[src/rtl/cpu_pkg.sv]
// Shared types for the 8-bit accumulator CPU: opcode and sequencer phase encodings.
package cpu_pkg;

  localparam int OPW = 3;

  typedef enum logic [OPW-1:0] {
    HLT = 3'd0,
    SKZ = 3'd1,
    ADD = 3'd2,
    AND = 3'd3,
    XOR = 3'd4,
    LDA = 3'd5,
    STO = 3'd6,
    JMP = 3'd7
  } opcode_e;

  // Phases 0..7 map straight onto the debug phase index; HALTED sits outside that range.
  typedef enum logic [3:0] {
    INST_ADDR  = 4'd0,
    INST_FETCH = 4'd1,
    INST_LOAD  = 4'd2,
    IDLE       = 4'd3,
    OP_ADDR    = 4'd4,
    OP_FETCH   = 4'd5,
    ALU_OP     = 4'd6,
    STORE      = 4'd7,
    HALTED     = 4'd8
  } phase_e;

  function automatic logic is_aluop(input opcode_e op);
    return op inside {ADD, AND, XOR, LDA};
  endfunction

endpackage

[src/rtl/cpu_control_fsm.sv]
// Eight-phase fetch/decode/execute sequencer; decodes phase and opcode into datapath strobes
// and halts on HLT or when memory fails to answer within MAX_WAIT stall cycles.
module cpu_control_fsm
  import cpu_pkg::*;
#(
  parameter int unsigned MAX_WAIT = 15
) (
  input  logic           clk,
  input  logic           rst,
  input  logic [OPW-1:0] opcode,
  input  logic           zero,
  input  logic           mem_ready,
  output logic           sel,
  output logic           rd,
  output logic           ld_ir,
  output logic           inc_pc,
  output logic           ld_pc,
  output logic           data_e,
  output logic           wr,
  output logic           ld_ac,
  output logic           acc_src,
  output logic           halt,
  output logic           mem_err,
  output logic [2:0]     phase
);

  localparam logic [7:0] WAIT_LAST = 8'(MAX_WAIT - 1);

  phase_e     state_q, state_d;
  logic [7:0] wait_q, wait_d;
  logic       err_q, err_d;
  opcode_e    op;
  logic       aluop;
  logic       stall;

  assign op      = opcode_e'(opcode);
  assign aluop   = is_aluop(op);
  assign phase   = state_q[2:0];
  assign mem_err = err_q;

  always_ff @(posedge clk or posedge rst) begin
    if (rst) begin
      state_q <= INST_ADDR;
      wait_q  <= 8'd0;
      err_q   <= 1'b0;
    end else begin
      state_q <= state_d;
      wait_q  <= wait_d;
      err_q   <= err_d;
    end
  end

  always_comb begin
    sel     = 1'b0;
    rd      = 1'b0;
    ld_ir   = 1'b0;
    inc_pc  = 1'b0;
    ld_pc   = 1'b0;
    data_e  = 1'b0;
    wr      = 1'b0;
    ld_ac   = 1'b0;
    acc_src = 1'b0;
    halt    = 1'b0;
    stall   = 1'b0;
    state_d = state_q;
    wait_d  = wait_q;
    err_d   = err_q;

    case (state_q)
      INST_ADDR: sel = 1'b1;
      INST_FETCH: begin
        sel   = 1'b1;
        rd    = 1'b1;
        stall = !mem_ready;
      end
      INST_LOAD, IDLE: begin
        sel   = 1'b1;
        rd    = 1'b1;
        ld_ir = 1'b1;
      end
      OP_ADDR: inc_pc = 1'b1;
      OP_FETCH: begin
        rd    = aluop;
        stall = aluop && !mem_ready;
      end
      ALU_OP: begin
        rd     = aluop;
        inc_pc = (op == SKZ) && zero;
        ld_pc  = (op == JMP);
        data_e = (op == STO);
      end
      STORE: begin
        rd      = aluop;
        ld_ac   = aluop;
        acc_src = (op == LDA);
        ld_pc   = (op == JMP);
        wr      = (op == STO);
        data_e  = (op == STO);
      end
      HALTED: halt = 1'b1;
      default: ;
    endcase

    // A stall that reaches the wait limit halts, unless mem_ready lands that same cycle.
    if (state_q == HALTED) begin
      state_d = HALTED;
    end else if (state_q > STORE) begin
      state_d = INST_ADDR;
    end else if (stall) begin
      if (wait_q == WAIT_LAST) begin
        state_d = HALTED;
        err_d   = 1'b1;
      end else begin
        wait_d = wait_q + 8'd1;
      end
    end else begin
      wait_d = 8'd0;
      if (state_q == OP_ADDR && op == HLT) begin
        state_d = HALTED;
      end else if (state_q == STORE) begin
        state_d = INST_ADDR;
      end else begin
        state_d = phase_e'(state_q + 4'd1);
      end
    end
  end

endmodule

[config.mk]
export PLATFORM = sky130hd
export DESIGN_NAME = cpu_control_fsm
export DESIGN_NICKNAME = d
export VERILOG_FILES = /design/src/rtl/cpu_pkg.sv /design/src/rtl/cpu_control_fsm.sv
export SDC_FILE = /design/constraint.sdc
export NUM_CORES = 1
export LEC_CHECK = 0
export CAP_MARGIN = 10
export CORE_MARGIN = 4
export CORE_UTILIZATION = 41
export DETAILED_ROUTE_END_ITERATION = 8
export PLACE_DENSITY = 0.7
export SETUP_SLACK_MARGIN = 0.2
export SLEW_MARGIN = 20
export SYNTH_ARGS = -nofsm -noshare
export SYNTH_HDL_FRONTEND = slang
export SYNTH_SLANG_ARGS = --single-unit
[constraint.sdc]
create_clock -name clk -period 1.9 [get_ports clk]
set_clock_uncertainty 0.2 [all_clocks]
set_input_delay 0.38 -clock clk [delete_from_list [all_inputs] [get_ports clk]]
set_output_delay 0.38 -clock clk [all_outputs]
set_load 0.02 [all_outputs]
; ---- Word-level counts from Yosys, hierarchy flattened
; Index checks and enable logic that the tools add are counted.
[totals]
in_bits = 7
ff_bits = 13
mem_count = 0
ram_bits = 0
latch_bits = 0
mem_bits_ro = 0
output_inout_bits = 14
wordCells = 59
[op_classes]
order_cmp = 1
div = 0
bitwise = 2
mux = 19
add_sub_neg = 2
mul = 0
reduce_logical = 14
n_eq_ne = 18
shift = 0
[op_table]
columns = operator, n
row1 = 2-to-1 mux 4 bit, 6
row2 = == test 4 x 3 -> 1 bit (second input constant), 4
row3 = 2-to-1 mux 8 bit, 2
row4 = == test 3 bit (second input constant), 4
row5 = adder 8 x 1 -> 8 bit (second input constant), 1
row6 = == test 4 x 2 -> 1 bit (second input constant), 2
row7 = == test 8 x 4 -> 1 bit (second input constant), 1
row8 = 2-to-1 mux 1 bit, 8
row9 = == test 3 x 2 -> 1 bit (second input constant), 2
row10 = case mux 1 bit (2 select lines), 3
row11 = OR reduction 3 bit, 2
row12 = adder 4 x 1 -> 4 bit (second input constant), 1
row13 = == test 4 x 1 -> 1 bit (second input constant), 1
row14 = == test 4 bit (second input constant), 1
row15 = greater-than comparator 4 x 3 -> 1 bit (second input constant), 1
row16 = zero test 4 bit, 1
row17 = inequality test 4 x 1 -> 1 bit (second input constant), 1
row18 = AND reduction 4 bit, 1
row19 = nonzero test 4 bit, 1
row20 = OR reduction 2 bit, 2
row21 = OR reduction 4 bit, 1
row22 = == test 3 x 1 -> 1 bit (second input constant), 1
row23 = logical AND 1 bit, 3
row24 = zero test 3 bit, 1
row25 = other kinds (4), 5

; ---- Logic depth before layout (Yosys ltp)
; Gate-level depths: netlist of the first run.
[depth]
depth_word = 7
ltp_mapped = 6
depth_no_buf = 6

; ---- Worst setup path after synthesis of the first run
; OpenSTA, ideal clock, no wires.
[synth_path]
kind = reg-to-output
startpoint = register state_q[0]
endpoint = output inc_pc
setup_slack_ps = -104
t_arrival_ps = 1424
stages_incl_launch_ff = 6
required_ps = 1320
n_path_buf = 0
path_cell_list = dfrtp_1 -> inv_1 -> ha_1 -> and4bb_2 -> a21oi_1 -> nor3_1
[synth_via]
elab_chain_cells = 2
elab_cells_between_ends = 3
[synth_lines]
columns = element, line_no
row1 = "start, declared", cpu_control_fsm.sv:29  ; phase_e state_q, state_d;
row2 = "start signal, assigned", cpu_control_fsm.sv:47  ; state_q <= state_d;
row3 = == test 4 x 3 -> 1 bit, cpu_control_fsm.sv:69  ; case (state_q)
row4 = case mux 1 bit (2 select lines) (*), cpu_control_fsm.sv:69
row5 = "end, declared", cpu_control_fsm.sv:16  ; output logic inc_pc,
; Mark *: on every way between the ends. The rest lies on a longest branch, timed or not.

; ---- Final worst setup path of the first run
; Same ends and word-level chain as after synthesis.

==> tab_implementation.tex, run 1 <==
\begin{tabular}{lr}
\hline
Metric & Value \\
\hline
\multicolumn{2}{l}{\textbf{Synth}} \\
Most frequently used flop master after synthesis & sky130\_fd\_sc\_hd\_\_dfrtp\_1 \\
Mapped Cells & around 110 \\
Cell area after synthesis & 917 µm² \\
Syn nets & 119 \\
Fraction of the yosys area taken by sequential cells & $\sim$35\% \\
Post-synthesis async set-or-reset flop share & 100\% \\
Count of cell types in the netlist & 33 \\
Number of warning messages in the yosys log & 0 \\
Flop and latch count out of synthesis & 13 \\
Avg Cell Area, Syn & $\sim$8.7 µm² \\
EDFF count, synth & 0 \\
\multicolumn{2}{l}{\textbf{Placed design}} \\
Area after DPL & between 0.001 and 0.0015 mm² \\
Port Buffer Count & 20 \\
Placed cell count & 166 \\
Global placer's final weighted congestion & just under 0.9 \\
Placed wire-length estimate after detailed placement & between 1.5 and 2 mm \\
\multicolumn{2}{l}{\textbf{CTS}} \\
Later-pin clock latency in the skew report & between 0.2 and 0.3 ns \\
Sinks on the clock net & 13 \\
Clk buf depth & 2 \\
CTS root buffer & sky130\_fd\_sc\_hd\_\_clkbuf\_4 \\
Clock tree from TritonCTS & built \\
Total CTS buffers & 3 \\
Reg clk slew, reported paths & 0.09 ns \\
Total number of H-tree levels & 1 \\
\multicolumn{2}{l}{\textbf{Detailed routing}} \\
Number of routed nets with antenna violations & 0 \\
Routed via count & 990 \\
DRC violations left & 0 \\
Total iterations of the first detailed-routing run & 4 \\
Average wire per standard cell & about 17 µm \\
DRT Wirelength & about 3.1 mm \\
Starting DRC count in detailed routing & 18 \\
Post-detailed-route via-to-cell ratio & around 5.5 \\
\multicolumn{2}{l}{\textbf{Floorplanning}} \\
Initial core utilization & 44.9\% \\
Placeable core area & 0.00204 mm² \\
Row count & 16 \\
Die area & between 0.003 and 0.004 mm² \\
DIE WIDTH & $\sim$55 µm \\
Height of the die & 55.3 µm \\
Num ports & 21 \\
\multicolumn{2}{l}{\textbf{Worst setup path}} \\
Arrival time of the worst setup path & 1.59 ns \\
Critical-path top delay cell & sky130\_fd\_sc\_hd\_\_dfrtp\_2 \\
Worst Path Required & about 1.3 ns \\
Setup CP Type & register to primary output \\
CP startpoint kind & register \\
Critical-path maximum fanout & 3 \\
Cell family contributing the most delay on the critical path & flip-flops \\
Worst path max stage delay & about 0.43 ns \\
Type of element capturing the critical path & primary output \\
Worst path cell trace & inv\_2 > ha\_4 > and4bb\_2 > a21oi\_1 > nor3\_2 > buf\_4 \\
Buffers \& Inverters on Critical Path & 2 \\
\multicolumn{2}{l}{\textbf{Pwr}} \\
Power density of the placed cells & between 1000 and 1500 mW/mm² \\
Overall power & between 2 and 2.5 mW \\
Worst IR Drop VDD & approximately 0.0011 V \\
Leak Pwr & a little under 0.8 nW \\
\multicolumn{2}{l}{\textbf{Cells and area}} \\
Synthesis-to-finish area growth & 86.9\% \\
Post-layout net count & approximately 170 \\
Post-route cell area & approximately 0.0017 mm² \\
Leading cell types in the layout, fill and taps excluded & sky130\_fd\_sc\_hd\_\_buf\_4, sky130\_fd\_sc\_hd\_\_buf\_6, sky130\_fd\_sc\_hd\_\_dfrtp\_1 \\
Fill count & 116 \\
Multi-input combinational cell area & between 800 and 900 µm² \\
Final Instance Count excl. Fillers & 181 \\
Final Core Density & 83.9\% \\
Share of final-layout standard cells stronger than drive strength 1 & around three fifths \\
FF+latch area & $\sim$330 µm² \\
Total inserted antenna cells & 0 \\
\multicolumn{2}{l}{\textbf{Timing}} \\
Final setup fails & 14 \\
Fin. Hold Viols & 0 \\
Setup slack of the critical path after layout & -0.269 ns \\
Post-Route Setup TNS & -1.62 ns \\
Ratio of final minimum period to clock period & 114\% \\
Slew at the pin closest to its max-slew limit & between 0.5 and 0.6 ns \\
Rel. slew slack & between 60\% and 70\% \\
Final worst path period need & between 2 and 2.5 ns \\
Setup repair after global routing missed its margin & yes \\
Final slew viol count & 0 \\
Maximum clock frequency & 461 MHz \\
\multicolumn{2}{l}{\textbf{Global route}} \\
First-pass GRT wire length & 4.72 mm \\
Total global-route track usage & a little under a fifth \\
Number of antenna violations at the first check in global routing & 0 \\
Maximum number of pins on one net before global-route repair & 14 \\
Number of global-route vias before repair & $\sim$1000 \\
Total grt overflow & 0 \\
\multicolumn{2}{l}{\textbf{Worst hold path}} \\
Kind of path behind the tightest hold check & primary input to asynchronous set/reset pin \\
\multicolumn{2}{l}{\textbf{Job}} \\
Maxcap violations & 0 \\
\multicolumn{2}{l}{\textbf{Outcome}} \\
Violated checks & negative setup slack \\
Status & complete, but fails checks \\
\hline
\end{tabular}
[state kept, by name, indices dropped and copies added (netlist names)]
signal   flops
state_q      4
wait_q       8
mem_err      1
[what timing repair did]
item / CTS / global route
resized for setup: 113 / 18
pin swaps: 12 / 7
buffers inserted: 8 / 3
endpoints found under the setup margin: 27 / 25
endpoints found under the hold margin: 0 / 0
hold buffers: 0 / 0
[report_power, final]
group	switching (mW)	leakage, nW	total [mW]	internal [mW]
Clock	0.0988	0.0177	0.177	0.0782
Combinational	0.793	0.583	1.61	0.818
Sequential	0.0563	0.173	0.385	0.328
[cell families (layout without fill, tap and decap cells)]
| family | count (synthesis) | count (layout) | synth area share [%] |
|---|---|---|---|
| xor gates and xnor gates | 2 | 2 | 1.91 |
| adders and majority gates | 6 | 6 | 8.19 |
| buffers and inverters | 15 | 63 | 8.19 |
| and+or+nand+nor | 42 | 42 | 25.6 |
| AOI/OAI and AO/OA | 27 | 27 | 19.5 |
| DFF | 13 | 13 | 35.5 |
| muxes | 1 | 1 | 1.09 |
[cells in the mapped netlist, types with 3 or more instances]
cell type                  n  area share (%)
sky130_fd_sc_hd__nand2_1   7             2.9
sky130_fd_sc_hd__buf_4     5             4.1
sky130_fd_sc_hd__dfrtp_1  13              35
sky130_fd_sc_hd__ha_1      6             8.2
sky130_fd_sc_hd__a21oi_1   5             2.7
sky130_fd_sc_hd__inv_1     8             3.3
sky130_fd_sc_hd__nor4_1    3             2.0
sky130_fd_sc_hd__a22o_1    3             2.9
sky130_fd_sc_hd__o21ai_0   9             4.9
sky130_fd_sc_hd__nand3_1   4             2.2
sky130_fd_sc_hd__nor3b_1   4             3.3
sky130_fd_sc_hd__nor3_1    5             2.7
sky130_fd_sc_hd__nor2_1    8             3.3
[path summary, 6_finish.rpt]
kind,startpoint,endpoint,slack [ns],cells after the start
setup / recovery,state_q[0]$_DFFE_PP0P_,inc_pc,-0.27,6
hold / removal,rst,wait_q[4]$_DFFE_PP0P_,0.23,2
setup reg to reg,state_q[1]$_DFFE_PP0P_,wait_q[5]$_DFFE_PP0P_,-0.06,6
hold reg to reg,mem_err$_DFFE_PP0P_,mem_err$_DFFE_PP0P_,0.30,1
max in group asynchronous,rst,state_q[1]$_DFFE_PP0P_,0.88,2
min in group clk,mem_err$_DFFE_PP0P_,mem_err$_DFFE_PP0P_,0.30,1
[through the flow]
step / setup WS [ns] / hold slack, ns
4_1_cts: -0.223 / 0.220
3_5_place_dp: -0.669 / 0.288
6_report: -0.269 / 0.226
5_1_grt: -0.343 / 0.242
3_3_place_gp: -0.650 / 0.268
2_1_floorplan: 0.0594 / 0.0570
[metal layers]
layer	track usage (%)	wire [µm]	vias up
met1	22.5	1260	474
met3	5.36	128	6
met2	33.8	1600	29
met4	5.21	76	0
li1	-	-	481
met5	0	0	-
[cell type report]
class                   count  share of cell area (%)
multi-input cells          78                    47.9
clock buffers               3                    1.31
flip-flops and latches     13                    19.1
repair buffers             51                    27.7
clock inverters             1                   0.292
inverters                   8                    1.75
well taps                  27                    1.97
(Power assumes the default switching activity.)
==> inputs of run 2 (changes only) <==
Settings changed: CORE_MARGIN 4 to 10, SETUP_SLACK_MARGIN 0.2 to 0.02.
==> run 2 against run 1 <==
  * The run still ends with negative setup slack left
  * Cell count fell by 2.8%
  * Sequential cell count did not move
  * Critical path depth fell by 1
  * Clock power barely moved
  * Worst hold slack got worse by 0.014 ns
  * Sequential power shrank 2%
  * Clock-buffer cell count up 1
  * First-iteration DRC count increased by 5.6%
  * Power is 15% lower
  * Highest routed layer unchanged
==> tab_implementation.tex, run 2 (same netlist as run 1, synthesis figures left out) <==
\begin{tabular}{lr}
\hline
Metric & Value \\
\hline
\multicolumn{2}{l}{\textbf{Cells and area}} \\
Register containing the most flip-flops in the final layout & wait\_q \\
Leading cell type in the layout, fill and taps excluded & sky130\_fd\_sc\_hd\_\_buf\_4 \\
Fill count & 179 (+54\%) \\
Post-route cell area & 0.00147 mm² (-14\%) \\
Leading cell types in the layout, fill and taps excluded & sky130\_fd\_sc\_hd\_\_buf\_4, sky130\_fd\_sc\_hd\_\_dfrtp\_1, sky130\_fd\_sc\_hd\_\_nand2\_1, sky130\_fd\_sc\_hd\_\_inv\_1, sky130\_fd\_sc\_hd\_\_buf\_6 \\
Largest register FFs & 8 (unchanged) \\
Post-layout net count & 162 (-3.6\%) \\
Synthesis-to-finish area growth & 60.2\% \\
Final Core Density & 67.7\% (-16 points) \\
Share of final-layout standard cells stronger than drive strength 1 & 45.3\% (-15 points) \\
Final Instance Count excl. Fillers & 176 (-2.8\%) \\
Total inserted antenna cells & 0 (unchanged) \\
\multicolumn{2}{l}{\textbf{Pwr}} \\
Seq pwr share & 20.6\% (+2.9 points) \\
Power spent charging and discharging nets & 0.788 mW (-17\%) \\
Switching fraction of total power & 42.9\% (-0.75 points) \\
Internal Power & 1.05 mW (-14\%) \\
Leak Pwr & 0.670 nW (-13\%) \\
Clock network fraction of design power & 9.5\% (+1.4 points) \\
Power density of the placed cells & 1250 mW/mm² (-1.2\%) \\
Portion of total power attributed to combinational logic & 69.9\% (-4.2 points) \\
Overall power & 1.84 mW (-15\%) \\
Worst IR Drop VDD & 0.000798 V (-29\%) \\
\multicolumn{2}{l}{\textbf{Floorplanning}} \\
Placeable core area & 0.00217 mm² (+6.2\%) \\
Die area & 0.00453 mm² (+48\%) \\
Row count & 17 (+1) \\
Initial core utilization & 42.3\% (-2.6 points) \\
Height of the die & 67.3 µm (+22\%) \\
DIE WIDTH & 67.3 µm (+22\%) \\
Num ports & 21 (unchanged) \\
\multicolumn{2}{l}{\textbf{Worst setup path}} \\
Critical Path Sink & inc\_pc \\
Setup CP Type & register to primary output \\
Type of element capturing the critical path & primary output \\
Critical Path Stages & 5 (-1) \\
Worst path max stage delay & 0.48 ns (+0.05 ns) \\
Cell depth of the worst flop-to-flop path & 6 (unchanged) \\
Worst path cell trace & ha\_4 > and4bb\_2 > a21oi\_2 > nor3\_2 > buf\_4 \\
Critical-path top delay cell & sky130\_fd\_sc\_hd\_\_dfrtp\_2 \\
CP startpoint kind & register \\
Arrival time of the worst setup path & 1.52 ns (-0.07 ns) \\
Critical-path maximum fanout & 5 (+2) \\
Worst Path Required & 1.32 ns (about the same) \\
Register-to-register setup slack & -0.10 ns (-0.04 ns) \\
Cell family contributing the most delay on the critical path & flip-flops \\
Buffers \& Inverters on Critical Path & 1 (-1) \\
Startpoint of the lowest-slack register-to-register path & state\_q[1]\$\_DFFE\_PP0P\_ \\
Launching element of the worst setup path & state\_q[1]\$\_DFFE\_PP0P\_ \\
Worst r2r dst & wait\_q[5]\$\_DFFE\_PP0P\_ \\
\multicolumn{2}{l}{\textbf{Placed design}} \\
Area after DPL & 0.00128 mm² (-5.0\%) \\
Placed wire-length estimate after detailed placement & 1.89 mm (+4.0\%) \\
Port Buffer Count & 20 (unchanged) \\
Placed cell count & 166 (unchanged) \\
Global placer's final weighted congestion & 0.870 (-0.55\%) \\
DP Worst Slack & -0.655 ns (+0.0144 ns) \\
\multicolumn{2}{l}{\textbf{CTS}} \\
Sinks on the clock net & 13 (unchanged) \\
Number of buffers inserted for hold repair after clock tree synthesis & 0 (unchanged) \\
Later-pin clock latency in the skew report & 0.28 ns (about the same) \\
Clock tree from TritonCTS & built \\
Total CTS buffers & 3 (unchanged) \\
Total number of H-tree levels & 1 (unchanged) \\
Clk buf depth & 2 (unchanged) \\
CTS root buffer & sky130\_fd\_sc\_hd\_\_clkbuf\_4 \\
Reg clk slew, reported paths & 0.08 ns (about the same) \\
\multicolumn{2}{l}{\textbf{Detailed routing}} \\
Number of routed nets with antenna violations & 0 (unchanged) \\
Routed via count & 944 (-4.6\%) \\
DRC violations left & 0 (unchanged) \\
Total iterations of the first detailed-routing run & 4 (unchanged) \\
Post-detailed-route via-to-cell ratio & 5.36 (-1.9\%) \\
Starting DRC count in detailed routing & 19 (+1) \\
Average wire per standard cell & 15.0 µm (-12\%) \\
DRT Wirelength & 2.64 mm (-14\%) \\
\multicolumn{2}{l}{\textbf{Timing}} \\
Post-Route Setup TNS & -1.41 ns (+0.214 ns) \\
Slew at the pin closest to its max-slew limit & 0.489 ns (-0.0516 ns) \\
Final setup fails & 12 (-2) \\
Fin. Hold Viols & 0 (unchanged) \\
Worst Hold Slack & 0.212 ns (-0.0138 ns) \\
Maximum clock frequency & 475 MHz (+3.1\%) \\
Setup repair after global routing missed its margin & yes \\
Final slew viol count & 0 (unchanged) \\
Ratio of final minimum period to clock period & 111\% (-3.4 points) \\
Final worst path period need & 2.10 ns (-0.0646 ns) \\
Setup slack of the critical path after layout & -0.205 ns (+0.0646 ns) \\
Rel. slew slack & 67.4\% (+3.4 points) \\
\multicolumn{2}{l}{\textbf{Outcome}} \\
Status & complete, but fails checks \\
Violated checks & negative setup slack \\
\multicolumn{2}{l}{\textbf{Global route}} \\
Number of global-route vias before repair & 1024 (+1.5\%) \\
Total grt overflow & 0 (unchanged) \\
Number of antenna violations at the first check in global routing & 0 (unchanged) \\
Total global-route track usage & 12.1\% (-7.0 points) \\
Maximum number of pins on one net before global-route repair & 21 (+7) \\
First-pass GRT wire length & 4.46 mm (-5.6\%) \\
\multicolumn{2}{l}{\textbf{Job}} \\
Maxcap violations & 0 (unchanged) \\
\multicolumn{2}{l}{\textbf{Worst hold path}} \\
Kind of path behind the tightest hold check & primary input to asynchronous set/reset pin \\
\hline
\end{tabular}
## run 2: changes by cell type in the layout (fill, tap and decap cells not counted), sizes merged
| cell | previous run | this run |
|---|---|---|
| buf | 43 | 35 |
| clkbuf | 3 | 4 |
| clkdlybuf4s15 | 0 | 1 |
| clkdlybuf4s50 | 4 | 5 |
| clkinv | 1 | 0 |
## run 2: cell type report
type                    instances  area [µm²]  share of cell area, %
clock buffers                   4        26.3                   1.79
inverters                       8        30.0                   2.04
well taps                      28        35.0                   2.39
multi-input cells              78         673                   45.8
flip-flops and latches         13         327                   22.2
repair buffers                 45         378                   25.7
## run 2: worst min-delay path by stage
| stage | end | slack (ns) | cells after the start |
|---|---|---|---|
| floorplan | mem_err$_DFFE_PP0P_ | 0.06 | 1 |
| global placement | mem_err$_DFFE_PP0P_ | 0.26 | 1 |
| detailed placement | mem_err$_DFFE_PP0P_ | 0.27 | 1 |
| CTS | state_q[3]$_DFFE_PP0P_ | 0.23 | 2 |
| global route | state_q[0]$_DFFE_PP0P_ | 0.25 | 2 |
| finish | wait_q[2]$_DFFE_PP0P_ | 0.21 | 2 |
## run 2: repair_timing
| item | CTS | global route |
|---|---|---|
| endpoints found under the hold margin | 0 | 0 |
| pin swaps | 5 | 4 |
| resized for setup | 77 | 16 |
| endpoints found under the setup margin | 23 | 23 |
| buffers inserted | 4 | 2 |
| gates cloned | 0 | 0 |
## run 2: worst register-to-register path: cells and delay by family (launching register included)
| kind | cells | cell delay [ns] |
|---|---|---|
| buf+inv | 1 | 0.12 |
| flops | 1 | 0.48 |
| simple gates | 2 | 0.63 |
| fa+ha+maj | 1 | 0.16 |
| compound gates | 2 | 0.33 |
## run 2: power by group through the flow
stage	logic [mW]	registers, mW	clock network (mW)
after floorplan	0.622	0.368	0
after global placement	1.04	0.363	0
after detailed placement	1.05	0.365	0
after CTS	1.21	0.377	0.178
after global routing	1.39	0.385	0.193
final	1.28	0.379	0.174
## run 2: layer usage
layer	GRT usage, %	up-vias	wire, µm
met5	0	-	0
met3	3.80	5	177
met4	5.64	0	44
met1	12.6	449	1100
met2	21.7	23	1320
li1	-	467	-
==> inputs of run 3 (changes only) <==
Settings changed: ABC_AREA set to 1, CORE_ASPECT_RATIO set to 2, PLACE_DENSITY 0.7 to 0.68.
==> run 3 against run 2 <==
  * The flow still finishes with violations (negative setup slack)
  * Clock power rose by 48%
  * Largest cell class unchanged
  * First-iteration DRC count rose by 21%
  * Die area rose by 15%
  * Sequential power fell by 27%
  * Cell count rose by 28%
  * Register-to-register slack barely moved
  * Worst hold slack improved by 0.052 ns
  * Non-clock buffer count rose by 4
  * Power fell by 69%
==> tab_implementation.tex, run 3 <==
\begin{tabular}{lr}
\hline
Metric & Value \\
\hline
\multicolumn{2}{l}{\textbf{Timing}} \\
Maximum clock frequency & 484 MHz (+1.9\%) \\
Ratio of final minimum period to clock period & 109\% (-2.1 points) \\
Slew at the pin closest to its max-slew limit & 0.523 ns (+0.0344 ns) \\
Final slew viol count & 0 (unchanged) \\
Setup repair after global routing missed its margin & yes \\
Post-Route Setup TNS & -0.978 ns (+0.430 ns) \\
Fin. Hold Viols & 0 (unchanged) \\
Rel. slew slack & 65.1\% (-2.3 points) \\
Setup slack of the critical path after layout & -0.165 ns (+0.0395 ns) \\
Final setup fails & 10 (-2) \\
Final worst path period need & 2.07 ns (-0.0395 ns) \\
\multicolumn{2}{l}{\textbf{Cells and area}} \\
Largest register FFs & 8 (unchanged) \\
Post-route cell area & 0.00162 mm² (+10\%) \\
Leading cell types in the layout, fill and taps excluded & sky130\_fd\_sc\_hd\_\_nand2\_1, sky130\_fd\_sc\_hd\_\_buf\_4, sky130\_fd\_sc\_hd\_\_inv\_1 \\
Post-layout net count & 212 (+31\%) \\
Fill count & 225 (+26\%) \\
Final Instance Count excl. Fillers & 226 (+28\%) \\
Share of final-layout standard cells stronger than drive strength 1 & 39.9\% (-5.4 points) \\
Synthesis-to-finish area growth & 50.6\% \\
Total inserted antenna cells & 0 (unchanged) \\
Leading cell type in the layout, fill and taps excluded & sky130\_fd\_sc\_hd\_\_nand2\_1 \\
Register containing the most flip-flops in the final layout & wait\_q \\
\multicolumn{2}{l}{\textbf{Worst setup path}} \\
Setup CP Type & register to primary output \\
Worst Path Required & 1.32 ns (about the same) \\
Critical-path maximum fanout & 4 (-1) \\
Startpoint of the lowest-slack register-to-register path & state\_q[0]\$\_DFFE\_PP0P\_ \\
CP startpoint kind & register \\
Worst r2r dst & state\_q[3]\$\_DFFE\_PP0P\_ \\
Register-to-register setup slack & -0.10 ns (about the same) \\
Cell depth of the worst flop-to-flop path & 13 (+7) \\
Type of element capturing the critical path & primary output \\
Arrival time of the worst setup path & 1.49 ns (-0.03 ns) \\
\multicolumn{2}{l}{\textbf{Synth}} \\
Dominant combinational cell family by area after synthesis & simple AND/OR/NAND/NOR gates \\
Mapped Cells & 150 (+42\%) \\
Cell area after synthesis & 0.00108 mm² (+17\%) \\
Multiplexer share of the synthesized area & 0\% (-1.1 points) \\
XOR/XNOR Fraction of Synth Area & 2.44\% (+0.53 points) \\
Syn nets & 163 (+37\%) \\
Flop and latch count out of synthesis & 13 (unchanged) \\
Area share of and/or/nand/nor cells after synthesis & 42.6\% (+17 points) \\
Fraction of post-synthesis cell area in the top cell type by area & 30.2\% (-5.2 points) \\
Cell with the most instances after synthesis & sky130\_fd\_sc\_hd\_\_nand2\_1 \\
Synth top cells by count & sky130\_fd\_sc\_hd\_\_nand2\_1, sky130\_fd\_sc\_hd\_\_inv\_1, sky130\_fd\_sc\_hd\_\_nor2\_1 \\
Count of cell types in the netlist & 25 (-24\%) \\
Fraction of the mapped netlist area in compound gates & 4.65\% (-15 points) \\
Top area cells in the synthesized netlist & sky130\_fd\_sc\_hd\_\_dfrtp\_1, sky130\_fd\_sc\_hd\_\_nand2\_1, sky130\_fd\_sc\_hd\_\_inv\_1 \\
EDFF count, synth & 0 (unchanged) \\
Number of warning messages in the yosys log & 0 (unchanged) \\
Post-synthesis cell type with the largest combined area & sky130\_fd\_sc\_hd\_\_dfrtp\_1 \\
Most frequently used flop master after synthesis & sky130\_fd\_sc\_hd\_\_dfrtp\_1 \\
Avg Cell Area, Syn & 7.17 µm² (-17\%) \\
Adder-cell share of the synthesized area & 6.98\% (-1.2 points) \\
Post-synthesis async set-or-reset flop share & 100\% (unchanged) \\
Fraction of the yosys area taken by sequential cells & 30.2\% (-5.2 points) \\
\multicolumn{2}{l}{\textbf{CTS}} \\
Clk buf depth & 2 (unchanged) \\
Total CTS buffers & 3 (unchanged) \\
Later-pin clock latency in the skew report & 0.25 ns (-0.03 ns) \\
Total number of H-tree levels & 1 (unchanged) \\
Sinks on the clock net & 13 (unchanged) \\
Clock tree from TritonCTS & built \\
CTS root buffer & sky130\_fd\_sc\_hd\_\_clkbuf\_8 \\
Reg clk slew, reported paths & 0.06 ns (-0.02 ns) \\
Number of buffers inserted for hold repair after clock tree synthesis & 0 (unchanged) \\
\multicolumn{2}{l}{\textbf{Pwr}} \\
Power spent charging and discharging nets & 0.133 mW (-83\%) \\
Power density of the placed cells & 355 mW/mm² (-72\%) \\
Clock network fraction of design power & 44.7\% (+35 points) \\
Portion of total power attributed to combinational logic & 7.1\% (-63 points) \\
Switching fraction of total power & 23.1\% (-20 points) \\
Leak Pwr & 0.826 nW (+23\%) \\
Internal Power & 0.442 mW (-58\%) \\
Worst IR Drop VDD & 0.000411 V (-49\%) \\
Seq pwr share & 48.2\% (+28 points) \\
\multicolumn{2}{l}{\textbf{Floorplanning}} \\
Height of the die & 92.5 µm (+37\%) \\
Die area & 0.00520 mm² (+15\%) \\
DIE WIDTH & 56.2 µm (-16\%) \\
Initial core utilization & 42.4\% (+0.13 points) \\
Row count & 26 (+9) \\
Placeable core area & 0.00254 mm² (+17\%) \\
Num ports & 21 (unchanged) \\
\multicolumn{2}{l}{\textbf{Worst hold path}} \\
Kind of path behind the tightest hold check & primary input to asynchronous set/reset pin \\
\multicolumn{2}{l}{\textbf{Global route}} \\
Number of antenna violations at the first check in global routing & 0 (unchanged) \\
Maximum number of pins on one net before global-route repair & 14 (-33\%) \\
Number of global-route vias before repair & 1185 (+16\%) \\
Total global-route track usage & 12.6\% (+0.48 points) \\
GRT met3 Usage & 2.60\% (-1.2 points) \\
Most crowded layer after global routing & met2 \\
First-pass GRT wire length & 5.44 mm (+22\%) \\
Met2 layer usage reported by global route & 25.3\% (+3.6 points) \\
Met1 usage in global routing & 11.3\% (-1.3 points) \\
Total grt overflow & 0 (unchanged) \\
\multicolumn{2}{l}{\textbf{Placed design}} \\
Global placer's final weighted congestion & 0.905 (+4.1\%) \\
Placed cell count & 216 (+30\%) \\
Placed wire-length estimate after detailed placement & 2.50 mm (+33\%) \\
Port Buffer Count & 20 (unchanged) \\
Area after DPL & 0.00145 mm² (+12\%) \\
\multicolumn{2}{l}{\textbf{Detailed routing}} \\
DRT Wirelength & 3.23 mm (+22\%) \\
DRC violations left & 0 (unchanged) \\
Average wire per standard cell & 14.3 µm (-4.7\%) \\
Routed via count & 1127 (+19\%) \\
Post-detailed-route via-to-cell ratio & 4.99 (-7.0\%) \\
Starting DRC count in detailed routing & 23 (+4) \\
Number of routed nets with antenna violations & 0 (unchanged) \\
Total iterations of the first detailed-routing run & 4 (unchanged) \\
\multicolumn{2}{l}{\textbf{Job}} \\
Maxcap violations & 0 (unchanged) \\
\multicolumn{2}{l}{\textbf{Outcome}} \\
Violated checks & negative setup slack \\
Status & complete, but fails checks \\
\hline
\end{tabular}
## run 3: worst max-delay path by stage
stage / cells after the start / slack (ns) / startpoint / endpoint
floorplan: 4 / 0.02 / state_q[0]$_DFFE_PP0P_ / inc_pc
global placement: 6 / -0.66 / opcode[2] / rd
detailed placement: 6 / -0.73 / opcode[2] / rd
CTS: 5 / -0.18 / state_q[0]$_DFFE_PP0P_ / rd
global route: 7 / -0.25 / state_q[0]$_DFFE_PP0P_ / sel
finish: 7 / -0.17 / state_q[0]$_DFFE_PP0P_ / sel
## run 3: what timing repair did
item                                    in CTS  in global routing
resized for setup                           74                 18
pin swaps                                    6                  5
buffers inserted                             6                  0
endpoints found under the setup margin      26                 24
## run 3: critical path: stages (launching register included)
cell                      delay [ns]
sky130_fd_sc_hd__dfrtp_2        0.44
sky130_fd_sc_hd__inv_2          0.10
sky130_fd_sc_hd__buf_4          0.12
sky130_fd_sc_hd__buf_6          0.09
sky130_fd_sc_hd__ha_4           0.14
sky130_fd_sc_hd__inv_2          0.05
sky130_fd_sc_hd__a31oi_1        0.14
sky130_fd_sc_hd__buf_4          0.17
## run 3: final cells by class
cell class	instances	area (µm²)	area share [%]
Inverter	25	96.3	5.95
Clock buffer	4	45.0	2.78
Timing Repair Buffer	49	394	24.3
Tap cell	28	35.0	2.16
Multi-Input combinational cell	107	722	44.6
Sequential cell	13	328	20.2
## run 3: logic make-up after synthesis
group | count (synthesis)
xor gates and xnor gates | 3
and+or+nand+nor | 91
buffers and inverters | 30
adders and majority gates | 6
DFF | 13
AOI/OAI and AO/OA | 7
## run 3: metrics by stage
stage	total power, mW	hold slack [ns]	setup slack [ns]	util [%]
after floorplan	0.298	0.0570	0.0232	-
after global placement	0.321	0.254	-0.660	57.0
after detailed placement	0.323	0.257	-0.728	57.0
after CTS	0.579	0.271	-0.177	61.1
after global routing	0.594	0.296	-0.251	63.9
final	0.575	0.265	-0.165	63.9
## run 3: power groups by stage
stage	combinational, mW	clock, mW	sequential (mW)
6_report	0.0409	0.257	0.277
5_1_grt	0.0442	0.273	0.277
4_1_cts	0.0394	0.262	0.277
3_5_place_dp	0.0409	0	0.282
3_3_place_gp	0.0395	0	0.282
2_1_floorplan	0.0158	0	0.282
## run 3: per-layer routing
metal,part of all wire [%],vias to the layer above
li1,-,566
met3,4.9,11
met5,0,-
met1,34,520
met4,3.4,0
met2,57,30
